[src/rtl/iob_sync_fifo_asym.sv]
// Single-clock FIFO with a wide write port and a narrow read port.
// Each written word is read back as R slices, least-significant slice first.
module iob_sync_fifo_asym #(
  parameter int W_DATA_W = 32,
  parameter int R_DATA_W = 8,
  parameter int ADDR_W   = 4,
  localparam int RATIO_W = $clog2(W_DATA_W / R_DATA_W),
  localparam int LEVEL_W = ADDR_W + RATIO_W + 1
) (
  input  logic                clk,
  input  logic                rst_n,
  input  logic                clr,
  input  logic                w_en,
  input  logic [W_DATA_W-1:0] w_data,
  output logic                w_full,
  output logic                w_ovf,
  input  logic                r_en,
  output logic [R_DATA_W-1:0] r_data,
  output logic                r_empty,
  output logic                r_udf,
  output logic [LEVEL_W-1:0]  level
);

  localparam int R     = 2 ** RATIO_W;
  localparam int PTR_W = ADDR_W + RATIO_W;
  localparam int CAP   = 2 ** PTR_W;
  localparam int DEPTH = 2 ** ADDR_W;
  localparam int OFF_W = $clog2(W_DATA_W);
  localparam logic [PTR_W-1:0] SLICE_MASK = PTR_W'(R - 1);

  logic [W_DATA_W-1:0] r_mem [DEPTH];
  logic [ADDR_W-1:0]   r_w_ptr;
  logic [PTR_W-1:0]    r_r_ptr;
  logic [LEVEL_W-1:0]  r_level;
  logic [R_DATA_W-1:0] r_rdata;
  logic                r_w_ovf;
  logic                r_r_udf;

  logic                w_wr_acc;
  logic                w_rd_acc;
  logic [ADDR_W-1:0]   w_rd_addr;
  logic [PTR_W-1:0]    w_slice;
  logic [OFF_W-1:0]    w_bit_off;
  logic [LEVEL_W-1:0]  w_level_nxt;

  // Flags depend only on the registered level, so a same-cycle read never
  // frees room for a write and a same-cycle write never feeds a read.
  assign w_full  = (r_level > LEVEL_W'(CAP - R));
  assign r_empty = (r_level == '0);

  assign w_wr_acc = w_en & ~w_full;
  assign w_rd_acc = r_en & ~r_empty;

  // Upper read-pointer bits select the word, lower bits select the slice.
  assign w_rd_addr = r_r_ptr[PTR_W-1 -: ADDR_W];
  assign w_slice   = r_r_ptr & SLICE_MASK;
  assign w_bit_off = OFF_W'(32'(w_slice) * 32'(R_DATA_W));

  always_comb begin
    w_level_nxt = r_level;
    if (w_wr_acc) w_level_nxt = w_level_nxt + LEVEL_W'(R);
    if (w_rd_acc) w_level_nxt = w_level_nxt - LEVEL_W'(1);
  end

  always_ff @(posedge clk) begin
    if (!clr && w_wr_acc) r_mem[r_w_ptr] <= w_data;
  end

  always_ff @(posedge clk or negedge rst_n) begin
    if (!rst_n) begin
      r_w_ptr <= '0;
      r_r_ptr <= '0;
      r_level <= '0;
      r_rdata <= '0;
      r_w_ovf <= 1'b0;
      r_r_udf <= 1'b0;
    end else if (clr) begin
      r_w_ptr <= '0;
      r_r_ptr <= '0;
      r_level <= '0;
      r_rdata <= '0;
      r_w_ovf <= 1'b0;
      r_r_udf <= 1'b0;
    end else begin
      r_w_ovf <= w_en & w_full;
      r_r_udf <= r_en & r_empty;
      r_level <= w_level_nxt;
      if (w_wr_acc) r_w_ptr <= r_w_ptr + ADDR_W'(1);
      if (w_rd_acc) begin
        r_r_ptr <= r_r_ptr + PTR_W'(1);
        r_rdata <= r_mem[w_rd_addr][w_bit_off +: R_DATA_W];
      end
    end
  end

  assign w_ovf  = r_w_ovf;
  assign r_udf  = r_r_udf;
  assign r_data = r_rdata;
  assign level  = r_level;

endmodule

[config.mk]
export PLATFORM = sky130hd
export DESIGN_NAME = iob_sync_fifo_asym
export DESIGN_NICKNAME = d
export VERILOG_FILES = /design/src/rtl/iob_sync_fifo_asym.sv
export SDC_FILE = /design/constraint.sdc
export NUM_CORES = 1
export LEC_CHECK = 0
export BUFFER_PORTS_ARGS = -buffer_cell sky130_fd_sc_hd__buf_2
export CORE_UTILIZATION = 40
export CTS_CLUSTER_SIZE = 28
export DETAILED_ROUTE_END_ITERATION = 8
export GPL_ROUTABILITY_DRIVEN = 1
export MAX_ROUTING_LAYER = met4
export PLACE_DENSITY = 0.63
export REMOVE_ABC_BUFFERS = 1
export SYNTH_ARGS = -nofsm -noshare
export SYNTH_HDL_FRONTEND = slang
export SYNTH_SLANG_ARGS = --single-unit
[constraint.sdc]
create_clock -name clk -period 9.6 [get_ports clk]
set_input_delay 1.92 -clock clk [delete_from_list [all_inputs] [get_ports clk]]
set_output_delay 1.92 -clock clk [all_outputs]
set_load 0.05 [all_outputs]
==> run summary, run 1 <==
- Post-CTS Repair Setup Buffers: 0
- cell accounting for the most synthesized area: sky130_fd_sc_hd__edfxtp_1
- clock-pin slew on the worst setup and hold paths: 0.06 ns
- count of boundary I/O pins: 56
- Post-DRT Antenna Nets: 0
- starting density of the core: 40.45%
- share of total power in sequential cells: 50.7%
- count of H-tree levels built during CTS: 2
- DRC violation count after routing: 0
- total number of nets in the final design: 1186
- total global routing overflow: 0
- Switching Power: 1333 µW
- CTS hold repair buffers: 0
- num rows: 84
- Cell Int Power: 4038 µW
- number of antenna violations at the first check in global routing: 1
- number of max-slew violations in the final report: 0
- Clock Sinks: 539
- clock network fraction of total power: 38.9%
- total routing resource utilization after global routing: 17.67%
- routed len/inst: 24.28 µm
- DR pass1 iterations: 5
- Mean Syn Cell Area: 19.98 µm²
- Maximum Capacitance Violations: 0
- unrepaired setup endpoints after global routing: false
- Post-Synthesis Cells: 1062
- M2 GR Usage: 27.76%
- Combinational Power Share: 10.4%
- setup-violating endpoint count in the final report: 0
- most repeated cell in the gate-level netlist after synthesis: sky130_fd_sc_hd__edfxtp_1
- R2R depth: 7
- Post-synth top cells: sky130_fd_sc_hd__edfxtp_1, sky130_fd_sc_hd__mux2i_1, sky130_fd_sc_hd__mux4_2
- Clk Tree Root Cell: sky130_fd_sc_hd__clkbuf_16
- share of async-settable or async-resettable flops after synthesis: 5.009%
- result of the run: finished clean
- TritonCTS clock tree: done
- maximum fanout along the worst path: 8
- placer's final routability congestion estimate: 0.7899
- insertion delay to the later sink of the worst-skew pair: 0.60 ns
- area taken by flip-flops and latches: 0.01606 mm²
- path category of the worst min-delay check: flop to flop
- Cell Area, Synth: 0.02122 mm²
- register bit total from synthesis: 539
- sum of routed wire length over all layers: 45530 µm
- maximum clock frequency: 240.9 MHz
- static leakage: 0.007445 µW
- placed standard-cell area: 0.02232 mm²
- category of the worst setup path launch point: flop
- worst rel slew slack: 19.10%
- clk buf depth: 3
- endpoint arrival time on the critical path: 2.23 ns
- area share of the leading cell type in the synthesized netlist: 72.47%
- synthesis warning total: 0
- peak supply drop: 0.1372 mV
- Core Region: 0.05245 mm²
- DIE WIDTH: 232.3 µm
- most frequently used flop master after synthesis: sky130_fd_sc_hd__edfxtp_1
- most used routing layer in global routing: met2
- final design area excluding fillers: 0.02407 mm²
- Distinct cells, synth: 48
- number of buffer cells added on primary ports: 55
- minimum clock period: 4.152 ns
- maximum number of pins on one net before global-route repair: 57
- sum of net half-perimeters after detailed placement: 25990 µm
- vias in the first global route: 10496
- main area contributors after synthesis: sky130_fd_sc_hd__edfxtp_1, sky130_fd_sc_hd__mux4_2, sky130_fd_sc_hd__mux2i_1
- PostCTS Resize Cnt: 0
- vias: 10269
- met1 track demand over resource in global routing: 24.00%
- violation count after the first detailed-routing iteration: 795
- first-pass GRT wire length: 67860 µm
- DIE AREA: 0.05396 mm²
- critical path class: flop to output port
- fraction of power spent switching nets: 24.82%
- capturing element type of the critical path: output port
- Hold Path Depth: 2
- data required time of the worst path: 7.68 ns
- Die Span Y: 232.3 µm
- proportion of layout cells with a drive suffix above 1: 23.97%
- sequential share of the synthesized area: 75.65%
- met3 routing resource usage after global routing: 2.677%
- final worst path period share: 43.25%
- pin slew with the least headroom to its limit: 1.211 ns
- via-per-instance ratio: 5.477
- PD cells: 223.1 mW/mm²
- Final Skew: 0.01344 ns
- number of flops mapped to enable cells by yosys: 512
- Setup TNS: 0 ns
- final-report hold violation count: 0
- final-layout fill cell count: 4372
- area occupied by multi-input gates: 0.004896 mm²
- area growth from synthesis to final layout: 13.48%
- TritonCTS buffer count: 54
- total power of the final layout: 5372 µW
==> power by group through the flow <==
stage          registers, µW  clock network (µW)  logic [µW]
6_report                2720                2090         561
2_1_floorplan           2850                   0         265
5_1_grt                 2730                2210         605
4_1_cts                 2720                2130         565
3_3_place_gp            2770                   0         553
3_5_place_dp            2770                   0         562
==> sequential cells by signal (all words and copies together) (netlist names) <==
name and flops:
r_mem 512, level 7, r_r_ptr 6, r_data 8
r_udf 1, w_ovf 1, r_w_ptr 4
==> cell usage in the layout (no fill, tap or decap), types with 6 or more instances in the layout <==
master	instances
sky130_fd_sc_hd__clkinv_2	10
sky130_fd_sc_hd__clkbuf_1	9
sky130_fd_sc_hd__dfrtp_1	24
sky130_fd_sc_hd__mux2i_1	122
sky130_fd_sc_hd__a221o_1	6
sky130_fd_sc_hd__o211ai_1	6
sky130_fd_sc_hd__a22o_1	12
sky130_fd_sc_hd__clkinv_1	12
sky130_fd_sc_hd__nand4_1	6
sky130_fd_sc_hd__mux2_2	14
sky130_fd_sc_hd__a21oi_1	14
sky130_fd_sc_hd__xor2_1	7
sky130_fd_sc_hd__a211oi_1	11
sky130_fd_sc_hd__nor2_4	12
sky130_fd_sc_hd__nor2b_1	8
sky130_fd_sc_hd__xnor2_1	9
sky130_fd_sc_hd__a22oi_1	26
sky130_fd_sc_hd__a221oi_1	7
sky130_fd_sc_hd__o22ai_1	11
sky130_fd_sc_hd__buf_2	55
sky130_fd_sc_hd__mux4_2	78
sky130_fd_sc_hd__ha_1	8
sky130_fd_sc_hd__nand2_1	24
sky130_fd_sc_hd__edfxtp_1	512
sky130_fd_sc_hd__bufinv_16	6
sky130_fd_sc_hd__buf_4	25
sky130_fd_sc_hd__clkbuf_16	55
sky130_fd_sc_hd__nor2_1	21
sky130_fd_sc_hd__a2111oi_0	6
sky130_fd_sc_hd__inv_1	7
==> metrics by stage <==
step	cells	utilization (%)	hold WS [ns]	setup slack, ns
global placement	1772	42.53	0.5582	5.151
finish	1875	45.90	0.5699	5.448
detailed placement	1773	42.55	0.5632	5.173
CTS	1873	45.89	0.5771	5.428
floorplan	1004	-	0.5566	3.126
global route	1873	45.89	0.5727	5.328
==> path summary, 6_finish.rpt <==
path                                           to                    from  slack, ns
min                         r_data[3]$_DFFE_PN0P_   r_data[3]$_DFFE_PN0P_       0.57
min reg2reg                 r_data[3]$_DFFE_PN0P_   r_data[3]$_DFFE_PN0P_       0.57
max reg2reg                 r_data[1]$_DFFE_PN0P_  r_r_ptr[3]$_DFFE_PN0P_       5.75
min in group asynchronous      level[2]$_DFF_PN0_                   rst_n       1.36
max in group asynchronous  r_r_ptr[3]$_DFFE_PN0P_                   rst_n       7.71
max                                        w_full      level[3]$_DFF_PN0_       5.45
==> per-layer routing <==
metal  part of all wire [%]  vias to the layer above
met3                    4.7                       61
met4                    1.8                        0
met5                      0                        -
li1                       -                     4533
met1                     45                     5428
met2                     49                      247
==> cell families after synthesis <==
logic type | Yosys count | synth area share (%)
flip-flops | 539 | 75.65
multiplexers | 214 | 14.78
AO/OA/AOI/OAI | 117 | 4.276
AND/OR/NAND/NOR | 103 | 2.336
buffers and inverters | 65 | 1.822
XOR/XNOR | 16 | 0.6606
adder cells (fa/ha/maj) | 8 | 0.4718
==> area by class of cell <==
cell class | instances | share of cell area [%]
inverter | 7 | 0.1091
timing repair buffer | 81 | 1.965
multi-input combinational | 458 | 20.34
clock buffer | 65 | 5.914
sequential | 539 | 66.71
tap | 688 | 3.576
clock inverter | 35 | 1.372
antenna | 2 | 0.02079
==> worst max-delay path, stage by stage (launching register included) <==
cell and delay (ns):
sky130_fd_sc_hd__dfrtp_1 0.45, sky130_fd_sc_hd__ha_1 0.33, sky130_fd_sc_hd__nand2_1 0.13, sky130_fd_sc_hd__and2_1 0.21, sky130_fd_sc_hd__or2_2 0.29, sky130_fd_sc_hd__buf_2 0.21
Power figures use the tool's default switching activity.
==> run 2, diff against run 1 <==
- PLACE_DENSITY: 0.63 -> 0.65
- clock period: 9.6 -> 3.35 ns (I/O delays scaled with it)
==> run 2 against run 1 <==
  * Sequential power rose to 2.9 times the previous value
  * Sequential cell count stayed put
  * Sequential share of layout area fell by 1.1 points
  * Power grew to 2.9 times the previous value
  * Final cell count grew 1.4%
  * Clock power rose to 2.9 times the previous value
  * Combinational power rose to 3.1 times the previous value
  * Core utilization is 0.78 points higher
  * Routed wire length rose by 3.0%
  * Die area is the same
  * Critical path type is now flop to flop
==> run summary, run 2 (same netlist as run 1, synthesis figures left out) <==
- DIE WIDTH: 232.3 µm
- vias in the first global route: 10851
- count of boundary I/O pins: 56
- cell chain of the critical path: ha_1 -> nand2_1 -> and2_1 -> nor3_1 -> nand2_1 -> nor2_4 -> buf_4
- number of antenna violations at the first check in global routing: 2
- Worst Path Buf+Inv: 1
- starting density of the core: 40.45%
- Clock Sinks: 539
- worst hold slack: 0.1430 ns
- insertion delay to the later sink of the worst-skew pair: 0.60 ns
- PostCTS Resize Cnt: 0
- sum of routed wire length over all layers: 46880 µm
- final design area excluding fillers: 0.02449 mm²
- number of buffer cells added on primary ports: 55
- critical path class: flop to flop
- clock network fraction of total power: 38.7%
- minimum clock period: 3.008 ns
- commonest non-fill, non-tap cell in the layout: sky130_fd_sc_hd__edfxtp_1
- CTS hold repair buffers: 0
- area growth from synthesis to final layout: 15.42%
- total global routing overflow: 0
- placer's final routability congestion estimate: 0.8180
- register-to-register setup slack: 0.34 ns
- total number of nets in the final design: 1215
- slowest library cell on the worst path: sky130_fd_sc_hd__nor3_1
- first-pass GRT wire length: 69570 µm
- register containing the most flip-flops in the final layout: r_mem
- dominant cell type by count on the critical path: sky130_fd_sc_hd__nand2_1
- Core Region: 0.05245 mm²
- unrepaired setup endpoints after global routing: false
- num rows: 84
- R2R depth: 7
- worst reg2reg path endpoint: r_mem[15][10]$_DFFE_PP_
- DRC violation count after routing: 0
- count of H-tree levels built during CTS: 2
- sum of net half-perimeters after detailed placement: 27170 µm
- DIE AREA: 0.05396 mm²
- peak supply drop: 0.4152 mV
- setup-violating endpoint count in the final report: 0
- violation count after the first detailed-routing iteration: 975
- TritonCTS clock tree: done
- critical path startpoint: level[3]$_DFF_PN0_
- final-report hold violation count: 0
- Inst Count DP: 1802
- Die Span Y: 232.3 µm
- placed standard-cell area: 0.02273 mm²
- Critical R2R Launch: level[3]$_DFF_PN0_
- vias: 10485
- Cell Int Power: 11730 µW
- Post-CTS Repair Setup Buffers: 0
- most frequent cells in the layout: sky130_fd_sc_hd__edfxtp_1, sky130_fd_sc_hd__mux2i_1, sky130_fd_sc_hd__mux4_2
- via-per-instance ratio: 5.516
- result of the run: finished clean
- cell family contributing the most delay on the critical path: simple AND/OR/NAND/NOR gates
- capturing element type of the critical path: flop
- number of max-slew violations in the final report: 0
- data required time of the worst path: 3.58 ns
- Post-DRT Antenna Nets: 0
- Clk Tree Root Cell: sky130_fd_sc_hd__clkbuf_16
- endpoint arrival time on the critical path: 3.23 ns
- number of standard cells in the layout, taps in and fillers out: 1901
- maximum fanout along the worst path: 32
- total routing resource utilization after global routing: 18.22%
- Maximum Capacitance Violations: 0
- PD cells: 633.0 mW/mm²
- clock-pin slew on the worst setup and hold paths: 0.06 ns
- critical path's largest stage delay: 0.50 ns
- Setup TNS: 0 ns
- share of total power in sequential cells: 50.0%
- fraction of power spent switching nets: 24.34%
- flip-flop count of the largest register after layout: 512
- final-layout fill cell count: 4292
- worst rel slew slack: 35.28%
- pin slew with the least headroom to its limit: 0.9673 ns
- maximum clock frequency: 332.5 MHz
- maximum number of pins on one net before global-route repair: 49
- proportion of layout cells with a drive suffix above 1: 25.02%
- static leakage: 0.007642 µW
- clk buf depth: 3
- TritonCTS buffer count: 54
- routed len/inst: 24.66 µm
- Switching Power: 3773 µW
- category of the worst setup path launch point: flop
- Combinational Power Share: 11.3%
- path category of the worst min-delay check: input pin to asynchronous set/reset pin
- final worst path period share: 89.79%
- DR pass1 iterations: 5
- Final Skew: 0.02668 ns
-- run 2: metrics by stage --
step           util [%]  power [µW]  worst slack [ns]
3_5_place_dp      43.34        9647            0.4448
4_1_cts           46.68       15620            0.4002
6_report          46.69       15500            0.3421
3_3_place_gp      43.34        9617            0.4670
2_1_floorplan         -        8929            -3.124
5_1_grt           46.69       16000            0.2277
-- run 2: worst max-delay path by stage --
stage / endpoint / cells past startpoint / slack [ns]
5_1_grt: r_mem[15][10]$_DFFE_PP_ / 7 / 0.23
3_5_place_dp: r_mem[15][1]$_DFFE_PP_ / 7 / 0.44
2_1_floorplan: r_data[2]$_DFFE_PN0P_ / 4 / -3.12
4_1_cts: r_mem[15][10]$_DFFE_PP_ / 7 / 0.40
3_3_place_gp: r_mem[15][1]$_DFFE_PP_ / 8 / 0.47
6_report: r_mem[15][10]$_DFFE_PP_ / 7 / 0.34
-- run 2: routing by layer --
layer	GRT usage, %	vias to the layer above	share of wire, %	wire length [µm]
met2	29.27	314	50	23230
met4	4.626	0	2.0	949
met5	-	-	0	0
li1	-	4590	-	-
met3	3.180	64	5.9	2779
met1	24.04	5517	42	19920
-- run 2: cell type report --
| cell class | count | area [µm²] | area share, % |
|---|---|---|---|
| clock inverter | 22 | 281.5 | 1.150 |
| antenna | 2 | 5.005 | 0.02044 |
| multi-input combinational | 458 | 4893 | 19.98 |
| clock buffer | 75 | 1471 | 6.009 |
| inverter | 7 | 26.28 | 0.1073 |
| sequential | 539 | 16060 | 65.59 |
| timing repair buffer | 110 | 888.4 | 3.628 |
| tap | 688 | 860.8 | 3.516 |
-- run 2: power groups by stage --
stage,combinational (µW),sequential (µW),clock (µW)
floorplan,759,8170,0
global placement,1730,7890,0
detailed placement,1750,7890,0
CTS,1760,7750,6110
global route,1880,7770,6350
finish,1750,7760,6000
-- run 2: worst register-to-register path: cells and delay by family (launching register included) --
kind                     cells  cell delay, ns
adder cells (fa/ha/maj)      1            0.33
AND/OR/NAND/NOR              5            1.33
flip-flops                   1            0.44
buffers and inverters        1            0.50
